**src/rtl/id_ex_forward_reg_if.sv**
```systemverilog
// rtl/id_ex_forward_reg_if.sv - ID/EX forwarding register bus: ID-side operands and controls in, EX-side state out
interface id_ex_forward_reg_if #(
  parameter int DW    = 32,
  parameter int CW    = 12,
  parameter int CNT_W = 16
);
  logic [1:0]       ISA;
  logic [1:0]       ISB;
  logic [1:0]       ISD;
  logic             C_Unit_MUX;
  logic             HOLD;
  logic             FLUSH;
  logic             CNT_CLR;
  logic [DW-1:0]    RA_VAL;
  logic [DW-1:0]    RB_VAL;
  logic [DW-1:0]    RD_VAL;
  logic [DW-1:0]    EX_FWD;
  logic [DW-1:0]    MEM_FWD;
  logic [DW-1:0]    WB_FWD;
  logic [CW-1:0]    CTRL_ID;
  logic [3:0]       RW_ID;

  logic [DW-1:0]    OPA_EX;
  logic [DW-1:0]    OPB_EX;
  logic [DW-1:0]    STD_EX;
  logic [CW-1:0]    CTRL_EX;
  logic [3:0]       RW_EX;
  logic             enable_RF_EX;
  logic             enable_LD_EX;
  logic             VALID_EX;
  logic [CNT_W-1:0] BUBBLE_CNT;

  modport master (
    output ISA, ISB, ISD, C_Unit_MUX, HOLD, FLUSH, CNT_CLR,
    output RA_VAL, RB_VAL, RD_VAL, EX_FWD, MEM_FWD, WB_FWD, CTRL_ID, RW_ID,
    input  OPA_EX, OPB_EX, STD_EX, CTRL_EX, RW_EX,
    input  enable_RF_EX, enable_LD_EX, VALID_EX, BUBBLE_CNT
  );

  modport slave (
    input  ISA, ISB, ISD, C_Unit_MUX, HOLD, FLUSH, CNT_CLR,
    input  RA_VAL, RB_VAL, RD_VAL, EX_FWD, MEM_FWD, WB_FWD, CTRL_ID, RW_ID,
    output OPA_EX, OPB_EX, STD_EX, CTRL_EX, RW_EX,
    output enable_RF_EX, enable_LD_EX, VALID_EX, BUBBLE_CNT
  );
endinterface

```
**src/rtl/id_ex_forward_reg.sv**
```systemverilog
// rtl/id_ex_forward_reg.sv - ID/EX pipeline register with operand forwarding, bubbles, hold and deferred flush
module id_ex_forward_reg #(
  parameter int DW    = 32,
  parameter int CW    = 12,
  parameter int CNT_W = 16
) (
  input  logic                 CLK,
  input  logic                 RST_N,
  id_ex_forward_reg_if.slave   bus
);

  logic [DW-1:0]    opa_mux;
  logic [DW-1:0]    opb_mux;
  logic [DW-1:0]    std_mux;

  logic [DW-1:0]    opa_q;
  logic [DW-1:0]    opb_q;
  logic [DW-1:0]    std_q;
  logic [CW-1:0]    ctrl_q;
  logic [3:0]       rw_q;
  logic             valid_q;
  logic             flush_pend;
  logic [CNT_W-1:0] cnt_q;

  logic             flush_now;
  logic             do_squash;
  logic             do_bubble;
  logic             do_load;
  logic             cnt_full;

  function automatic logic [DW-1:0] fwd_pick(
    input logic [1:0]    sel,
    input logic [DW-1:0] rf_val,
    input logic [DW-1:0] ex_val,
    input logic [DW-1:0] mem_val,
    input logic [DW-1:0] wb_val
  );
    logic [DW-1:0] res;
    case (sel)
      2'b00:   res = rf_val;
      2'b01:   res = ex_val;
      2'b10:   res = mem_val;
      default: res = wb_val;
    endcase
    return res;
  endfunction

  always_comb begin
    opa_mux = fwd_pick(bus.ISA, bus.RA_VAL, bus.EX_FWD, bus.MEM_FWD, bus.WB_FWD);
    opb_mux = fwd_pick(bus.ISB, bus.RB_VAL, bus.EX_FWD, bus.MEM_FWD, bus.WB_FWD);
    std_mux = fwd_pick(bus.ISD, bus.RD_VAL, bus.EX_FWD, bus.MEM_FWD, bus.WB_FWD);
  end

  // A flush seen during HOLD is parked in flush_pend and applied on the first free cycle.
  assign flush_now = bus.FLUSH | flush_pend;
  assign do_squash = !bus.HOLD && flush_now;
  assign do_bubble = !bus.HOLD && !flush_now && !bus.C_Unit_MUX;
  assign do_load   = !bus.HOLD && !flush_now &&  bus.C_Unit_MUX;
  assign cnt_full  = &cnt_q;

  always_ff @(posedge CLK or negedge RST_N) begin
    if (!RST_N) begin
      opa_q      <= '0;
      opb_q      <= '0;
      std_q      <= '0;
      ctrl_q     <= '0;
      rw_q       <= '0;
      valid_q    <= 1'b0;
      flush_pend <= 1'b0;
    end else if (bus.HOLD) begin
      if (bus.FLUSH) begin
        flush_pend <= 1'b1;
      end
    end else if (do_squash || do_bubble) begin
      opa_q      <= '0;
      opb_q      <= '0;
      std_q      <= '0;
      ctrl_q     <= '0;
      rw_q       <= '0;
      valid_q    <= 1'b0;
      flush_pend <= 1'b0;
    end else if (do_load) begin
      opa_q      <= opa_mux;
      opb_q      <= opb_mux;
      std_q      <= std_mux;
      ctrl_q     <= bus.CTRL_ID;
      rw_q       <= bus.RW_ID;
      valid_q    <= 1'b1;
    end
  end

  // Clear wins over counting, but a bubble in the clearing cycle is still the first count.
  always_ff @(posedge CLK or negedge RST_N) begin
    if (!RST_N) begin
      cnt_q <= '0;
    end else if (bus.CNT_CLR) begin
      cnt_q <= do_bubble ? CNT_W'(1) : '0;
    end else if (do_bubble && !cnt_full) begin
      cnt_q <= cnt_q + CNT_W'(1);
    end
  end

  assign bus.OPA_EX       = opa_q;
  assign bus.OPB_EX       = opb_q;
  assign bus.STD_EX       = std_q;
  assign bus.CTRL_EX      = ctrl_q;
  assign bus.RW_EX        = rw_q;
  assign bus.enable_RF_EX = ctrl_q[0];
  assign bus.enable_LD_EX = ctrl_q[1];
  assign bus.VALID_EX     = valid_q;
  assign bus.BUBBLE_CNT   = cnt_q;

endmodule

```
**src/flat_wrapper.sv**
```systemverilog
// flat-port wrapper written by rule: the top's interface ports become plain ports
module id_ex_forward_reg_flat 
#(
  parameter int DW    = 32,
  parameter int CW    = 12,
  parameter int CNT_W = 16
)
  (CLK, RST_N, bus_ISA, bus_ISB, bus_ISD, bus_C_Unit_MUX, bus_HOLD, bus_FLUSH, bus_CNT_CLR, bus_RA_VAL, bus_RB_VAL, bus_RD_VAL, bus_EX_FWD, bus_MEM_FWD, bus_WB_FWD, bus_CTRL_ID, bus_RW_ID, bus_OPA_EX, bus_OPB_EX, bus_STD_EX, bus_CTRL_EX, bus_RW_EX, bus_enable_RF_EX, bus_enable_LD_EX, bus_VALID_EX, bus_BUBBLE_CNT);
  id_ex_forward_reg_if #(.DW(DW), .CW(CW), .CNT_W(CNT_W)) bus_i ();
  input  logic CLK;
  input  logic RST_N;
  input wire logic [$bits(bus_i.ISA)-1:0] bus_ISA;
  input wire logic [$bits(bus_i.ISB)-1:0] bus_ISB;
  input wire logic [$bits(bus_i.ISD)-1:0] bus_ISD;
  input wire logic [$bits(bus_i.C_Unit_MUX)-1:0] bus_C_Unit_MUX;
  input wire logic [$bits(bus_i.HOLD)-1:0] bus_HOLD;
  input wire logic [$bits(bus_i.FLUSH)-1:0] bus_FLUSH;
  input wire logic [$bits(bus_i.CNT_CLR)-1:0] bus_CNT_CLR;
  input wire logic [$bits(bus_i.RA_VAL)-1:0] bus_RA_VAL;
  input wire logic [$bits(bus_i.RB_VAL)-1:0] bus_RB_VAL;
  input wire logic [$bits(bus_i.RD_VAL)-1:0] bus_RD_VAL;
  input wire logic [$bits(bus_i.EX_FWD)-1:0] bus_EX_FWD;
  input wire logic [$bits(bus_i.MEM_FWD)-1:0] bus_MEM_FWD;
  input wire logic [$bits(bus_i.WB_FWD)-1:0] bus_WB_FWD;
  input wire logic [$bits(bus_i.CTRL_ID)-1:0] bus_CTRL_ID;
  input wire logic [$bits(bus_i.RW_ID)-1:0] bus_RW_ID;
  output wire logic [$bits(bus_i.OPA_EX)-1:0] bus_OPA_EX;
  output wire logic [$bits(bus_i.OPB_EX)-1:0] bus_OPB_EX;
  output wire logic [$bits(bus_i.STD_EX)-1:0] bus_STD_EX;
  output wire logic [$bits(bus_i.CTRL_EX)-1:0] bus_CTRL_EX;
  output wire logic [$bits(bus_i.RW_EX)-1:0] bus_RW_EX;
  output wire logic [$bits(bus_i.enable_RF_EX)-1:0] bus_enable_RF_EX;
  output wire logic [$bits(bus_i.enable_LD_EX)-1:0] bus_enable_LD_EX;
  output wire logic [$bits(bus_i.VALID_EX)-1:0] bus_VALID_EX;
  output wire logic [$bits(bus_i.BUBBLE_CNT)-1:0] bus_BUBBLE_CNT;
  assign bus_i.ISA = bus_ISA;
  assign bus_i.ISB = bus_ISB;
  assign bus_i.ISD = bus_ISD;
  assign bus_i.C_Unit_MUX = bus_C_Unit_MUX;
  assign bus_i.HOLD = bus_HOLD;
  assign bus_i.FLUSH = bus_FLUSH;
  assign bus_i.CNT_CLR = bus_CNT_CLR;
  assign bus_i.RA_VAL = bus_RA_VAL;
  assign bus_i.RB_VAL = bus_RB_VAL;
  assign bus_i.RD_VAL = bus_RD_VAL;
  assign bus_i.EX_FWD = bus_EX_FWD;
  assign bus_i.MEM_FWD = bus_MEM_FWD;
  assign bus_i.WB_FWD = bus_WB_FWD;
  assign bus_i.CTRL_ID = bus_CTRL_ID;
  assign bus_i.RW_ID = bus_RW_ID;
  assign bus_OPA_EX = bus_i.OPA_EX;
  assign bus_OPB_EX = bus_i.OPB_EX;
  assign bus_STD_EX = bus_i.STD_EX;
  assign bus_CTRL_EX = bus_i.CTRL_EX;
  assign bus_RW_EX = bus_i.RW_EX;
  assign bus_enable_RF_EX = bus_i.enable_RF_EX;
  assign bus_enable_LD_EX = bus_i.enable_LD_EX;
  assign bus_VALID_EX = bus_i.VALID_EX;
  assign bus_BUBBLE_CNT = bus_i.BUBBLE_CNT;
  id_ex_forward_reg #(.DW(DW), .CW(CW), .CNT_W(CNT_W)) u_core (.CLK(CLK), .RST_N(RST_N), .bus(bus_i));
endmodule
```
**config.mk**
```make
export PLATFORM = sky130hd
export DESIGN_NAME = id_ex_forward_reg_flat
export DESIGN_NICKNAME = d
export VERILOG_FILES = /design/src/rtl/id_ex_forward_reg_if.sv /design/src/rtl/id_ex_forward_reg.sv /design/src/flat_wrapper.sv
export SDC_FILE = /design/constraint.sdc
export NUM_CORES = 1
export LEC_CHECK = 0
export CORE_AREA = 2 2 135 137
export CTS_CLUSTER_SIZE = 10
export DETAILED_ROUTE_END_ITERATION = 8
export DIE_AREA = 0 0 137 139
export PLACE_DENSITY_LB_ADDON = 0.3
export SLEW_MARGIN = 10
export SYNTH_ARGS = -nofsm -noshare
export SYNTH_HDL_FRONTEND = slang
export SYNTH_SLANG_ARGS = --single-unit
```
**constraint.sdc**
```tcl
create_clock -name CLK -period 6.7 [get_ports CLK]
set_input_delay 1.34 -clock CLK [delete_from_list [all_inputs] [get_ports CLK]]
set_output_delay 1.34 -clock CLK [all_outputs]
set_load 0.005 [all_outputs]
```
==> impl_metrics.env <==
export IMPL_cts_hold_buf=0
export IMPL_yosys_top_cells_area="dfrtp_1 (46%), mux4_2 (30%), a22o_1 (14%)"
export IMPL_cp_start_kind="input port"
export IMPL_synth_top_area_share=0.456
export IMPL_die_w_um=137
export IMPL_pin_count=351
export IMPL_initial_core_util=0.404
export IMPL_criticalPathCategory="in2reg"
export IMPL_routed_via_density=6.01
export IMPL_layout_drive_gt1_share=0.183
export IMPL_wl_per_cell_um=23.9
export IMPL_netlist_area_mm2=0.00713
export IMPL_wirelength_mm=24.8
export IMPL_rows=49
export IMPL_hold_class="reg2reg"
export IMPL_dpl_cell_count=1005
export IMPL_rsz0062_at_grt="false"
export IMPL_fillCellCount=1288
export IMPL_diodes=0
export IMPL_setup_viol=0
export IMPL_hold_viol=0
export IMPL_fp_coreArea_mm2=0.0177
export IMPL_worstSkewPairLatency_ns=0.42
export IMPL_path_cells="clkdlybuf4s50_1 -> or4_4 -> or3_1 -> or4_1 -> a21oi_1"
export IMPL_crit_buf_inv=1
export IMPL_synthDistinctLibCells=33
export IMPL_finClkSkew_ns=0.00867
export IMPL_drv_cap=0
export IMPL_synth_compound_area_frac=0.159
export IMPL_end_kind="register"
export IMPL_grt_first_pass_wirelength_mm=37.4
export IMPL_ir_drop_v=0.000177
export IMPL_drcViolationCount=0
export IMPL_finalMaxSlewViolations=0
export IMPL_cts_clk_slew_worst_paths_ns=0.06
export IMPL_layout_nets=1016
export IMPL_ant_nets=0
export IMPL_avgSynthCellArea_um2=15.1
export IMPL_die_y_um=139
export IMPL_synth_fa_ha_area_frac=0.00176
export IMPL_dieArea_mm2=0.0190
export IMPL_yosys_area_top_type="dfrtp_1"
export IMPL_cts_root_buffer="clkbuf_16"
export IMPL_gp_congestion=0.834
export IMPL_fin_crit_sh=0.487
export IMPL_synthMuxAreaShare=0.310
export IMPL_grt_max_degree=111
export IMPL_syn_nets=693
export IMPL_crit_family="simple AND/OR/NAND/NOR gates"
export IMPL_cts_resized=0
export IMPL_tightest_slew_ns=1.06
export IMPL_ys_ff_latch=130
export IMPL_port_buffers=350
export IMPL_cts_buffers_inserted=17
export IMPL_grt_antenna_before_repair=1
export IMPL_ys_seq_area_frac=0.456
export IMPL_post_cts_setup_buffer_count=0
export IMPL_use_met2=0.438
export IMPL_p_per_area_mw_per_mm2=206
export IMPL_leakage_nw=4.55
export IMPL_fin_tns_setup_ns=0
export IMPL_crit_path_top_delay_cell="or4_4"
export IMPL_synth_xor_area_frac=0
export IMPL_dp_final_hpwl_mm=17.2
export IMPL_grt_pass1_vias=6717
export IMPL_worstPathRequired_ns=7.03
export IMPL_synth_cells=472
export IMPL_fin_cells=1037
export IMPL_track_usage=0.264
export IMPL_synthesis_yosys_warnings=0
export IMPL_synth_simple_area_share=0.0418
export IMPL_dr_pass1_iters=5
export IMPL_grt_met3_usage=0.0797
export IMPL_cts_max_level=4
export IMPL_timing_slew_headroom=0.293
export IMPL_clock_path_buffers=2
export IMPL_status="finished, final reports clean"
export IMPL_overflow=0
export IMPL_cts_sinks=130
export IMPL_max_stage_delay_ns=0.56
export IMPL_busiest_layer="met2"
export IMPL_cp_max_fo=9
export IMPL_syn_to_final_growth_pct=59.8
export IMPL_drt_iter0_markers=360
export IMPL_vias=6237
export IMPL_synth_top_family_by_area="multiplexers"
export IMPL_crit_arrival_ns=3.59
export IMPL_min_period_ns=3.26
export IMPL_cts_tree="yes"
export IMPL_grt_util_met1=0.316
export IMPL_max_freq_ghz=0.307
-- metrics by stage --
step	hold slack, ns	utilization	setup slack [ns]	cell area [um2]	power, mW
floorplan	0.478	-	3.45	7130	1.04
global placement	0.465	0.608	3.12	10700	1.31
detailed placement	0.472	0.608	3.03	10700	1.32
CTS	0.501	0.645	3.48	11400	2.36
global route	0.519	0.645	3.40	11400	2.43
finish	0.495	0.645	3.44	11400	2.34
-- final cells by class --
class | count | area [um2] | area share
Clock inverter | 13 | 206 | 0.0181
Inverter | 1 | 3.75 | 0.000330
Sequential cell | 130 | 3250 | 0.286
Clock buffer | 19 | 453 | 0.0398
Timing Repair Buffer | 356 | 3530 | 0.310
Tap cell | 229 | 287 | 0.0252
Multi-Input combinational cell | 289 | 3660 | 0.321
-- path summary, 6_finish.rpt --
kind                       slack (ns)  depth (start not counted)           startpoint                   endpoint
max in group asynchronous        4.51                          2                RST_N        u_core.bus.VALID_EX
min in group asynchronous        0.88                          1                RST_N      u_core.bus.OPA_EX[17]
min                              0.49                          1  u_core.bus.VALID_EX        u_core.bus.VALID_EX
max reg2reg                      4.42                          4    u_core.flush_pend  u_core.bus.BUBBLE_CNT[11]
min reg2reg                      0.49                          1  u_core.bus.VALID_EX        u_core.bus.VALID_EX
max                              3.44                          5            bus_FLUSH  u_core.bus.BUBBLE_CNT[11]
-- synthesized netlist by cell type --
library cell and count:
nand4_1 4, or2_2 2, o31ai_1 8, or4_4 1
buf_2 1, nor4_1 6, nand2b_1 3, clkbuf_1 38
inv_1 1, nor2_1 5, buf_4 2, o21a_1 1
buf_1 9, a22o_1 112, a311oi_1 1, mux2_1 1
and3_1 1, or3_1 3, ha_1 1, nor2b_1 3
mux4_2 96, nand3_1 5, nand2_1 7, nor3_1 2
mux2i_1 1, o21ai_0 2, mux2_2 2, buf_6 2
a21o_1 1, nor4b_1 1, or4_1 8, dfrtp_1 130
a21oi_1 12
-- registers in the layout, summed over array words and instances (netlist names) --
signal	cells
u_core.bus.OPA_EX	32
u_core.bus.OPB_EX	32
u_core.bus.STD_EX	32
u_core.bus.BUBBLE_CNT	16
u_core.bus.CTRL_EX	12
u_core.bus.RW_EX	4
u_core.bus.VALID_EX	1
u_core.flush_pend	1
-- cells by family (layout without fill, tap and decap cells) --
family,Yosys count,in the layout
compound gates,137,137
fa+ha+maj,1,1
buf+inv,53,389
flops,130,130
mux,100,100
simple gates,51,51
-- layer usage --
| metal | up-vias | routed length (um) | part of all wire |
|---|---|---|---|
| met5 | - | 10 | 0.00040 |
| met4 | 2 | 758 | 0.031 |
| met3 | 59 | 2150 | 0.087 |
| met2 | 365 | 12600 | 0.51 |
| met1 | 3165 | 9210 | 0.37 |
| li1 | 2646 | - | - |
-- layout by cell type (no fill, tap or decap), types with 2 or more instances in the layout --
cell | netlist | final
buf_4 | 2 | 6
dfrtp_1 | 130 | 130
nand3_1 | 5 | 5
or2_2 | 2 | 2
mux4_2 | 96 | 96
a21oi_1 | 12 | 12
clkinv_4 | 0 | 2
or3_1 | 3 | 3
clkinv_2 | 0 | 3
nand2_1 | 7 | 7
clkbuf_8 | 0 | 2
mux2_2 | 2 | 2
o21ai_0 | 2 | 2
nand2b_1 | 3 | 3
nor3_1 | 2 | 2
buf_2 | 1 | 6
clkdlybuf4s50_1 | 0 | 342
nor4_1 | 6 | 6
bufinv_16 | 0 | 5
or4_1 | 8 | 8
nor2b_1 | 3 | 3
a22o_1 | 112 | 112
clkinvlp_4 | 0 | 2
nand4_1 | 4 | 4
nor2_1 | 5 | 5
o31ai_1 | 8 | 8
clkbuf_16 | 0 | 17
-- worst register-to-register path: stages, from the launching register on --
cell     delay, ns
dfrtp_1       0.41
or4_4         0.58
or3_1         0.50
or4_1         0.52
a21oi_1       0.19
-- power breakdown --
part           switching [mW]  internal [mW]  total, mW
sequential             0.0242          0.823      0.847
clock                   0.356          0.680       1.04
combinational           0.163          0.295      0.458
Note: power is estimated with default switching activity, not from simulation.
